===== config.mk =====
export PLATFORM = sky130hd
export DESIGN_NAME = issue_queue
export DESIGN_NICKNAME = d
export VERILOG_FILES = /design/src/rtl/issue_queue.sv
export SDC_FILE = /design/constraint.sdc
export NUM_CORES = 1
export LEC_CHECK = 0
export ABC_AREA = 1
export BUFFER_PORTS_ARGS = -buffer_cell sky130_fd_sc_hd__buf_4
export CORE_MARGIN = 2
export CORE_UTILIZATION = 45
export CTS_CLUSTER_DIAMETER = 60
export CTS_CLUSTER_SIZE = 40
export DETAILED_ROUTE_END_ITERATION = 6
export GPL_TIMING_DRIVEN = 1
export HOLD_SLACK_MARGIN = 0.08
export PLACE_DENSITY = 0.71
export SYNTH_ARGS = -nofsm -noshare
export SYNTH_HDL_FRONTEND = slang
export SYNTH_SLANG_ARGS = --single-unit
export TNS_END_PERCENT = 30

===== constraint.sdc =====
create_clock -name clk -period 8.4 [get_ports clk]
set_input_delay 1.68 -clock clk [delete_from_list [all_inputs] [get_ports clk]]
set_output_delay 1.68 -clock clk [all_outputs]
set_load 0.05 [all_outputs]

===== src/rtl/issue_queue.sv =====
// Age-ordered, compacting issue queue: tracks per-register readiness, wakes entries
// from the writeback bus and presents the oldest fully-ready uop for issue.
package iq_pkg;
  localparam int UOP_TAG_W = 7;

  typedef struct packed {
    logic [15:0]          id;
    logic [UOP_TAG_W-1:0] rs1;
    logic                 rs1_valid;
    logic [UOP_TAG_W-1:0] rs2;
    logic                 rs2_valid;
    logic [UOP_TAG_W-1:0] rd;
    logic                 rd_valid;
  } uop_t;
endpackage

module issue_queue
  import iq_pkg::*;
#(
  parameter int DEPTH = 8,
  parameter int PHY_RF_DEPTH = 128,
  localparam int TAG_W = $clog2(PHY_RF_DEPTH)
) (
  input  logic             clk,
  input  logic             rst,
  input  uop_t             uop_in,
  input  logic             uop_in_valid,
  output logic             full,
  input  logic             cdb_valid,
  input  logic [TAG_W-1:0] cdb_tag,
  output uop_t             uop_out,
  output logic             uop_out_valid,
  input  logic             issue_ready,
  input  logic             flush
);

  localparam int IDX_W = $clog2(DEPTH);
  localparam int CNT_W = $clog2(DEPTH + 1);

  logic [CNT_W-1:0]        count;
  uop_t                    ent_uop [DEPTH];
  logic [DEPTH-1:0]        ent_valid;
  logic [DEPTH-1:0]        ent_rs1_rdy;
  logic [DEPTH-1:0]        ent_rs2_rdy;
  logic [PHY_RF_DEPTH-1:0] phys_ready;

  logic                    sel_found;
  logic [IDX_W-1:0]        sel_idx;
  logic                    do_issue;
  logic                    do_enq;
  logic                    enq_rs1_rdy;
  logic                    enq_rs2_rdy;
  logic [CNT_W-1:0]        wr_pos;
  logic [DEPTH-1:0]        woke1;
  logic [DEPTH-1:0]        woke2;
  logic [DEPTH:0]          valid_ext;
  logic [DEPTH:0]          rdy1_ext;
  logic [DEPTH:0]          rdy2_ext;
  uop_t                    n_uop [DEPTH];
  logic [DEPTH-1:0]        n_valid;
  logic [DEPTH-1:0]        n_rs1_rdy;
  logic [DEPTH-1:0]        n_rs2_rdy;
  logic [CNT_W-1:0]        n_count;
  logic [PHY_RF_DEPTH-1:0] n_phys_ready;

  // Oldest-first select: scanning downward leaves the lowest ready index.
  always_comb begin
    sel_found = 1'b0;
    sel_idx   = '0;
    for (int i = DEPTH - 1; i >= 0; i--) begin
      if (ent_valid[i] && ent_rs1_rdy[i] && ent_rs2_rdy[i]) begin
        sel_found = 1'b1;
        sel_idx   = IDX_W'(i);
      end else begin
        sel_found = sel_found;
        sel_idx   = sel_idx;
      end
    end
  end

  assign uop_out       = ent_uop[sel_idx];
  assign uop_out_valid = sel_found;
  assign full          = (count == CNT_W'(DEPTH));
  assign do_issue      = sel_found && issue_ready;
  assign do_enq        = uop_in_valid && !full;
  assign wr_pos        = count - CNT_W'(do_issue);

  // A source matching this cycle's writeback is captured ready at enqueue.
  assign enq_rs1_rdy = !uop_in.rs1_valid || phys_ready[uop_in.rs1]
                       || (cdb_valid && (cdb_tag == TAG_W'(uop_in.rs1)));
  assign enq_rs2_rdy = !uop_in.rs2_valid || phys_ready[uop_in.rs2]
                       || (cdb_valid && (cdb_tag == TAG_W'(uop_in.rs2)));

  // Wakeup of queued entries; registered, so it is seen by select one cycle later.
  always_comb begin
    for (int i = 0; i < DEPTH; i++) begin
      woke1[i] = ent_rs1_rdy[i] | (cdb_valid & ent_uop[i].rs1_valid
                                   & (TAG_W'(ent_uop[i].rs1) == cdb_tag));
      woke2[i] = ent_rs2_rdy[i] | (cdb_valid & ent_uop[i].rs2_valid
                                   & (TAG_W'(ent_uop[i].rs2) == cdb_tag));
    end
  end

  assign valid_ext = {1'b0, ent_valid};
  assign rdy1_ext  = {1'b0, woke1};
  assign rdy2_ext  = {1'b0, woke2};

  // Compaction on issue, then append the new uop behind the youngest survivor.
  always_comb begin
    for (int i = 0; i < DEPTH; i++) begin
      if (do_issue && (i >= int'(sel_idx))) begin
        n_valid[i]   = valid_ext[i+1];
        n_rs1_rdy[i] = rdy1_ext[i+1];
        n_rs2_rdy[i] = rdy2_ext[i+1];
        n_uop[i]     = ent_uop[(i+1) % DEPTH];
      end else begin
        n_valid[i]   = ent_valid[i];
        n_rs1_rdy[i] = woke1[i];
        n_rs2_rdy[i] = woke2[i];
        n_uop[i]     = ent_uop[i];
      end
      if (do_enq && (i == int'(wr_pos))) begin
        n_valid[i]   = 1'b1;
        n_rs1_rdy[i] = enq_rs1_rdy;
        n_rs2_rdy[i] = enq_rs2_rdy;
        n_uop[i]     = uop_in;
      end else begin
        n_valid[i]   = n_valid[i];
      end
    end
    n_count = count + CNT_W'(do_enq) - CNT_W'(do_issue);
  end

  // Register readiness: writeback sets, a new producer clears (clear wins).
  always_comb begin
    n_phys_ready = phys_ready;
    if (cdb_valid) begin
      n_phys_ready[cdb_tag] = 1'b1;
    end else begin
      n_phys_ready = n_phys_ready;
    end
    if (do_enq && uop_in.rd_valid) begin
      n_phys_ready[uop_in.rd] = 1'b0;
    end else begin
      n_phys_ready = n_phys_ready;
    end
  end

  // Control state; flush empties the queue but keeps register readiness.
  always_ff @(posedge clk) begin
    if (rst) begin
      count       <= '0;
      ent_valid   <= '0;
      ent_rs1_rdy <= '0;
      ent_rs2_rdy <= '0;
      phys_ready  <= '1;
    end else if (flush) begin
      count       <= '0;
      ent_valid   <= '0;
      ent_rs1_rdy <= '0;
      ent_rs2_rdy <= '0;
    end else begin
      count       <= n_count;
      ent_valid   <= n_valid;
      ent_rs1_rdy <= n_rs1_rdy;
      ent_rs2_rdy <= n_rs2_rdy;
      phys_ready  <= n_phys_ready;
    end
  end

  // Payload storage; only meaningful where the matching valid bit is set.
  always_ff @(posedge clk) begin
    ent_uop <= n_uop;
  end

endmodule


==> flow_metrics.py, run 1 <==
metrics = {
    "synth": {
        "synth-seq-cells": 476,
        "synth-main-ff-cell": "edfxtp_1",
        "synth_edf_count": 320,
        "synth.top_cells.by_area": "edfxtp_1, nand2_1, dfxtp_1",
        "synth_cell_types": 50,
        "ys.warnings.count": 0,
        "post-synth-top-count-cell": "nand2_1",
        "synth.avg_cell_area_um2": 7.47,
        "syn-cell-area_um2": 27400,
        "ys_seq_area_share_pct": 46.5,
        "yosys-top-cells-count": "nand2_1, o21ai_0, nand3_1",
        "synthArstFlopShare_pct": 0,
        "syn_inst": 3667,
        "syn_nets": 3730,
        "yosysTopAreaCell": "edfxtp_1",
        "yosysTopAreaCellShare_pct": 35.1,
    },
    "placed_design": {
        "numPortBuffers": 94,
        "hpwl_mm": 58.3,
        "dp.cells": 4295,
        "place_worst_setup_slack_ps": 2590,
        "place_area_um2": 28100,
        "gp_congestion": 0.965,
    },
    "critical_path": {
        "path_max_fanout": 126,
        "r2r_end": "ent_valid[0]",
        "r2r_cells": 19,
        "cp-end-kind": "output pin",
        "rrSetupSlack_ps": 3530,
        "critPathKind": "register to output pin",
        "crit_chain": "nand3_1, nand4_1, nand2_1, nand2_1, nand2_1, nand2_1, nand2_1, nand2_8, buf_4, a21oi_1, o21ai_0, nand3_1, and2_1, buf_4",
        "cp_slowest_cell": "buf_4",
        "cp_common_cell": "nand2_1",
        "worstReg2RegStart": "ent_rs1_rdy[0]",
        "worstPathArrival_ps": 3830,
        "max_stage_delay_ps": 950,
        "critPathLaunchType": "register",
        "required_ps": 6720,
    },
    "power_and_ir_drop": {
        "peakVddDrop_mv": 0.215,
        "total_power_mw": 5.21,
        "p_per_area_nw_per_um2": 176,
        "power.leakage_nw": 12.1,
    },
    "timing": {
        "timing.final.crit_share_pct": 65.7,
        "fmax_mhz": 181,
        "slew_headroom_pct": 14.0,
        "setup_slack_ps": 2890,
        "finalMaxSlewViolations": 0,
        "worstMarginPinSlew_ps": 1290,
        "whs_ps": 505,
        "rsz0062_at_grt": "false",
        "finalClockSkew_ps": 37.0,
        "setup_tns_ps": 0,
        "hold_viol_final": 0,
        "finalSetupViolCount": 0,
        "post-route-min-period_ps": 5510,
    },
    "grt": {
        "antenna_found_initial": 1,
        "first_global_vias": 24200,
        "grt_overflow": 0,
        "grt_max_degree": 127,
        "grt_usage_pct": 29.4,
        "grt_pass1_wl_mm": 143,
    },
    "final_layout": {
        "nets": 3618,
        "postLayoutCoreUtil_pct": 49.0,
        "final_area_um2": 29500,
        "multiInputGateArea_um2": 12200,
        "regArea_um2": 12700,
        "fillCellCount": 5869,
        "drive_above_1_share_pct": 6.80,
        "instances_no_fill": 4370,
        "area_growth_pct": 7.81,
    },
    "clock_tree": {
        "clk_latency_ps": 630,
        "cts_made_buffers": 40,
        "tritoncts": "yes",
        "clk_pin_slew_worst_paths_ps": 80,
        "cts_resized": 0,
        "hold_buffers": 0,
        "cts.sink_count": 476,
        "cts_setup_buffers": 0,
        "ctsHtreeMaxLevel": 2,
        "cts_buffer_depth": 3,
        "cts_root_buf": "clkbuf_16",
    },
    "outcome": {
        "violations": "DRC",
        "status": "finished with violations",
    },
    "die": {
        "dieArea_um2": 62900,
        "die_w_um": 251,
        "start_util_pct": 45.5,
        "core_um2": 60200,
        "ioPinCount": 95,
        "dieHeight_um": 251,
        "fp-row-count": 90,
    },
    "routing": {
        "drc_errors": 1,
        "drt_wl_total_mm": 95.0,
        "first_pass_iters": 7,
        "drtIter0Drc": 3347,
        "wl_per_cell_um": 21.7,
        "via_per_inst": 5.96,
        "via_count": 26000,
        "ant_nets": 0,
    },
    "min_path": {
        "whs_endpoint": "ent_valid[5]",
        "worstHoldPathCells": 2,
        "min_from": "ent_valid[5]",
        "min_path_type": "register to register",
    },
    "flow_run": {
        "maxCapViolCount": 0,
    },
}
## layout by cell type, fill, tap and decap left out, types with 4 or more instances in the layout
cell type	n
a21oi_1	257
and2_1	40
clkinv_8	8
clkinvlp_4	4
o22ai_1	84
nand2_2	13
edfxtp_1	320
o21bai_1	4
nand4_1	18
buf_4	123
clkbuf_16	41
clkinv_1	9
xor2_1	22
a21o_1	5
a211oi_1	6
nand3_1	353
inv_6	6
o221ai_1	6
nor4_1	16
a22oi_1	51
inv_1	309
clkinv_2	4
nor2_4	9
dfxtp_1	156
inv_2	16
o21ai_0	417
o21ai_1	8
nand2_1	1041
nor3_1	37
ha_1	9
o211ai_1	6
nor2_1	152
## cell type report
cell class	count	share of cell area [%]
diodes	1	0.00847
clock buffers	43	3.57
clock inverters	31	1.33
inverters	333	4.24
multi-input cells	2581	41.3
flip-flops and latches	476	43.1
well taps	782	3.31
repair buffers	123	3.13
## worst max path at each step
stage                  from           end  slack [ps]
3_3_place_gp    issue_ready  ent_valid[0]        2650
3_5_place_dp    issue_ready  ent_valid[0]        2590
5_1_grt        ent_valid[6]    uop_out[8]        2560
2_1_floorplan   issue_ready  ent_valid[0]        4000
6_report       ent_valid[6]    uop_out[8]        2890
4_1_cts        ent_valid[3]   uop_out[10]        2940
## cells by family (layout without fill, tap and decap cells)
kind of cell | Yosys count | count (layout) | share of synthesized area (%)
AND/OR/NAND/NOR | 1688 | 1688 | 25.9
adder cells (fa/ha/maj) | 10 | 10 | 0.484
AO/OA/AOI/OAI | 859 | 859 | 17.0
other | 0 | 1 | 0
buffers and inverters | 610 | 530 | 9.33
XOR/XNOR | 24 | 24 | 0.767
flip-flops | 476 | 476 | 46.5
## sequential cells by signal, summed over array words and instances, names as in the netlist
name         flops
ent_valid        8
count            4
ent_uop        320
phys_ready     128
ent_rs2_rdy      8
ent_rs1_rdy      8
## where the power goes
group	switching [mW]	leakage, nW	internal [mW]
logic	0.433	7.20	0.153
registers	0.0141	4.17	2.52
clock network	1.05	0.694	1.04
total	1.50	12.1	3.71
## critical path: cells and delay by family, from the launching register on
| kind | cells | cell delay [ps] |
|---|---|---|
| and+or+nand+nor | 10 | 1380 |
| buffers and inverters | 2 | 1150 |
| DFF | 1 | 360 |
| AOI/OAI and AO/OA | 2 | 290 |
## layer usage
metal	part of all wire, %	vias up	track usage [%]
li1	-	12100	-
met1	38	11900	38.2
met2	45	1674	47.9
met3	12	334	5.05
met4	5.4	0	14.1
met5	0	-	0
Power figures use the tool's default switching activity.
==> run 2, diff against run 1 <==
==> constraint.sdc (replaced) <==
create_clock -name clk -period 5.6 [get_ports clk]
set_input_delay 1.12 -clock clk [delete_from_list [all_inputs] [get_ports clk]]
set_output_delay 1.12 -clock clk [all_outputs]
set_load 0.05 [all_outputs]
==> run 2 against run 1 <==
  * The run now ends clean
  * First-iteration DRC count up 2.1%
  * Critical path depth unchanged
  * Non-clock buffer count up 13
  * Sequential power up 50%
  * Largest power group unchanged
  * Largest cell class unchanged
  * Flip-flop and latch count unchanged
==> flow_metrics.py, run 2 (synthesis results as in run 1) <==
metrics = {
    "grt": {
        "grt_usage_pct": 29.9,
        "grt_overflow": 0,
        "first_global_vias": 24500,
        "grt_max_degree": 174,
        "grt_pass1_wl_mm": 145,
        "antenna_found_initial": 0,
    },
    "routing": {
        "via_per_inst": 6.02,
        "top_layer_used": "met4",
        "drtIter0Drc": 3417,
        "drt_wl_total_mm": 96.0,
        "first_pass_iters": 6,
        "drc_errors": 0,
        "wl_per_cell_um": 21.9,
        "routed-wl-met2_mm": 42.8,
        "met1Wirelength_mm": 36.6,
        "via_count": 26400,
        "met3WireLength_mm": 11.2,
        "ant_nets": 0,
    },
    "clock_tree": {
        "cts_buffer_depth": 3,
        "tritoncts": "yes",
        "ctsHtreeMaxLevel": 2,
        "cts_resized": 0,
        "cts_made_buffers": 40,
        "clk_latency_ps": 600,
        "cts_setup_buffers": 0,
        "hold_buffers": 0,
        "cts_root_buf": "clkbuf_16",
        "clk_pin_slew_worst_paths_ps": 90,
        "cts.sink_count": 476,
    },
    "timing": {
        "worstMarginPinSlew_ps": 1250,
        "finalMaxSlewViolations": 0,
        "hold_viol_final": 0,
        "rsz0062_at_grt": "false",
        "post-route-min-period_ps": 4650,
        "setup_tns_ps": 0,
        "finalSetupViolCount": 0,
        "fmax_mhz": 215,
        "slew_headroom_pct": 16.1,
        "finalClockSkew_ps": 33.3,
        "timing.final.crit_share_pct": 83.1,
    },
    "power_and_ir_drop": {
        "p_sw_share_pct": 28.5,
        "peakVddDrop_mv": 0.207,
        "power_frac_comb_pct": 11.4,
        "p_int_mw": 5.57,
        "seqPwrFrac_pct": 48.8,
        "clockPowerShare_pct": 39.8,
        "p_per_area_nw_per_um2": 263,
        "p_sw_mw": 2.22,
        "power.leakage_nw": 12.1,
    },
    "placed_design": {
        "place_area_um2": 28200,
        "gp_congestion": 0.964,
        "numPortBuffers": 94,
        "hpwl_mm": 58.2,
    },
    "critical_path": {
        "path_max_fanout": 173,
        "critPathKind": "register to output pin",
        "cp-end-kind": "output pin",
        "critPathLaunchType": "register",
        "required_ps": 4480,
        "worstPathArrival_ps": 3530,
    },
    "final_layout": {
        "top_regs": "ent_uop: 320 flops, phys_ready: 128 flops",
        "final_area_um2": 29600,
        "largest_reg_flops": 320,
        "antenna_cells": 0,
        "regMostFlops": "ent_uop",
        "final_common_cell": "nand2_1",
        "area_growth_pct": 8.03,
        "nets": 3631,
        "drive_above_1_share_pct": 7.14,
        "final_cell_mix": "nand2_1, o21ai_0, nand3_1",
    },
    "die": {
        "core_um2": 60200,
        "die_w_um": 251,
        "start_util_pct": 45.5,
        "ioPinCount": 95,
        "dieHeight_um": 251,
        "fp-row-count": 90,
        "dieArea_um2": 62900,
    },
    "outcome": {
        "status": "completed",
    },
    "min_path": {
        "min_path_type": "register to register",
    },
    "flow_run": {
        "maxCapViolCount": 0,
    },
}
-- run 2: changes by cell type in the layout (fill, tap and decap cells not counted), sizes merged --
cell | previous run | this run
diode | 1 | 0
clkbuf | 43 | 44
buf | 123 | 136
inv | 337 | 340
clkinvlp | 4 | 2
clkinv | 21 | 19
-- run 2: power by group through the flow --
stage | registers [mW] | logic, mW | clock network (mW)
floorplan | 3.87 | 0.577 | 0
global placement | 3.88 | 0.855 | 0
detailed placement | 3.88 | 0.861 | 0
CTS | 3.80 | 0.863 | 3.10
global route | 3.80 | 0.942 | 3.25
finish | 3.80 | 0.888 | 3.09
-- run 2: area by class of cell --
class / count / area, µm²
multi-input combinational: 2581 / 12200
inverter: 333 / 1250
clock buffer: 44 / 1070
fill: 5809 / 30700
tap: 782 / 978
sequential: 476 / 12700
clock inverter: 30 / 345
timing repair buffer: 136 / 1020
-- run 2: worst paths after layout --
| path | cells after the start | to | slack (ps) | start |
|---|---|---|---|---|
| hold reg to reg | 2 | ent_valid[0] | 510 | ent_valid[0] |
| setup reg to reg | 10 | ent_uop[218] | 1860 | ent_valid[3] |
| setup / recovery | 14 | uop_out[24] | 950 | ent_valid[6] |
| hold / removal | 2 | ent_valid[0] | 510 | ent_valid[0] |
-- run 2: critical path: stages (launching register included) --
cell	delay, ps
dfxtp_1	360
nand3_1	100
nand4_1	80
nand2_1	50
nand2_1	50
nand2_1	50
nand2_1	50
nand2_1	170
nand2_8	670
buf_4	530
a21oi_1	110
o21ai_0	130
nand3_1	100
and2_1	210
buf_4	190
-- run 2: through the flow --
stage	hold slack [ps]	utilization (%)	worst slack (ps)	cells	power, mW
6_report	511	49.1	947	4382	7.78
5_1_grt	529	49.1	671	4382	8.00
4_1_cts	507	49.1	972	4382	7.77
3_5_place_dp	490	46.8	1620	4308	4.74
3_3_place_gp	487	46.8	1660	4308	4.73
2_1_floorplan	467	-	1760	3667	4.45
-- run 2: per-layer routing --
layer  GRT usage, %  up-vias
li1               -    12100
met2           47.1     1755
met5              0        -
met4           15.8        0
met1           38.9    12100
met3           5.77      334
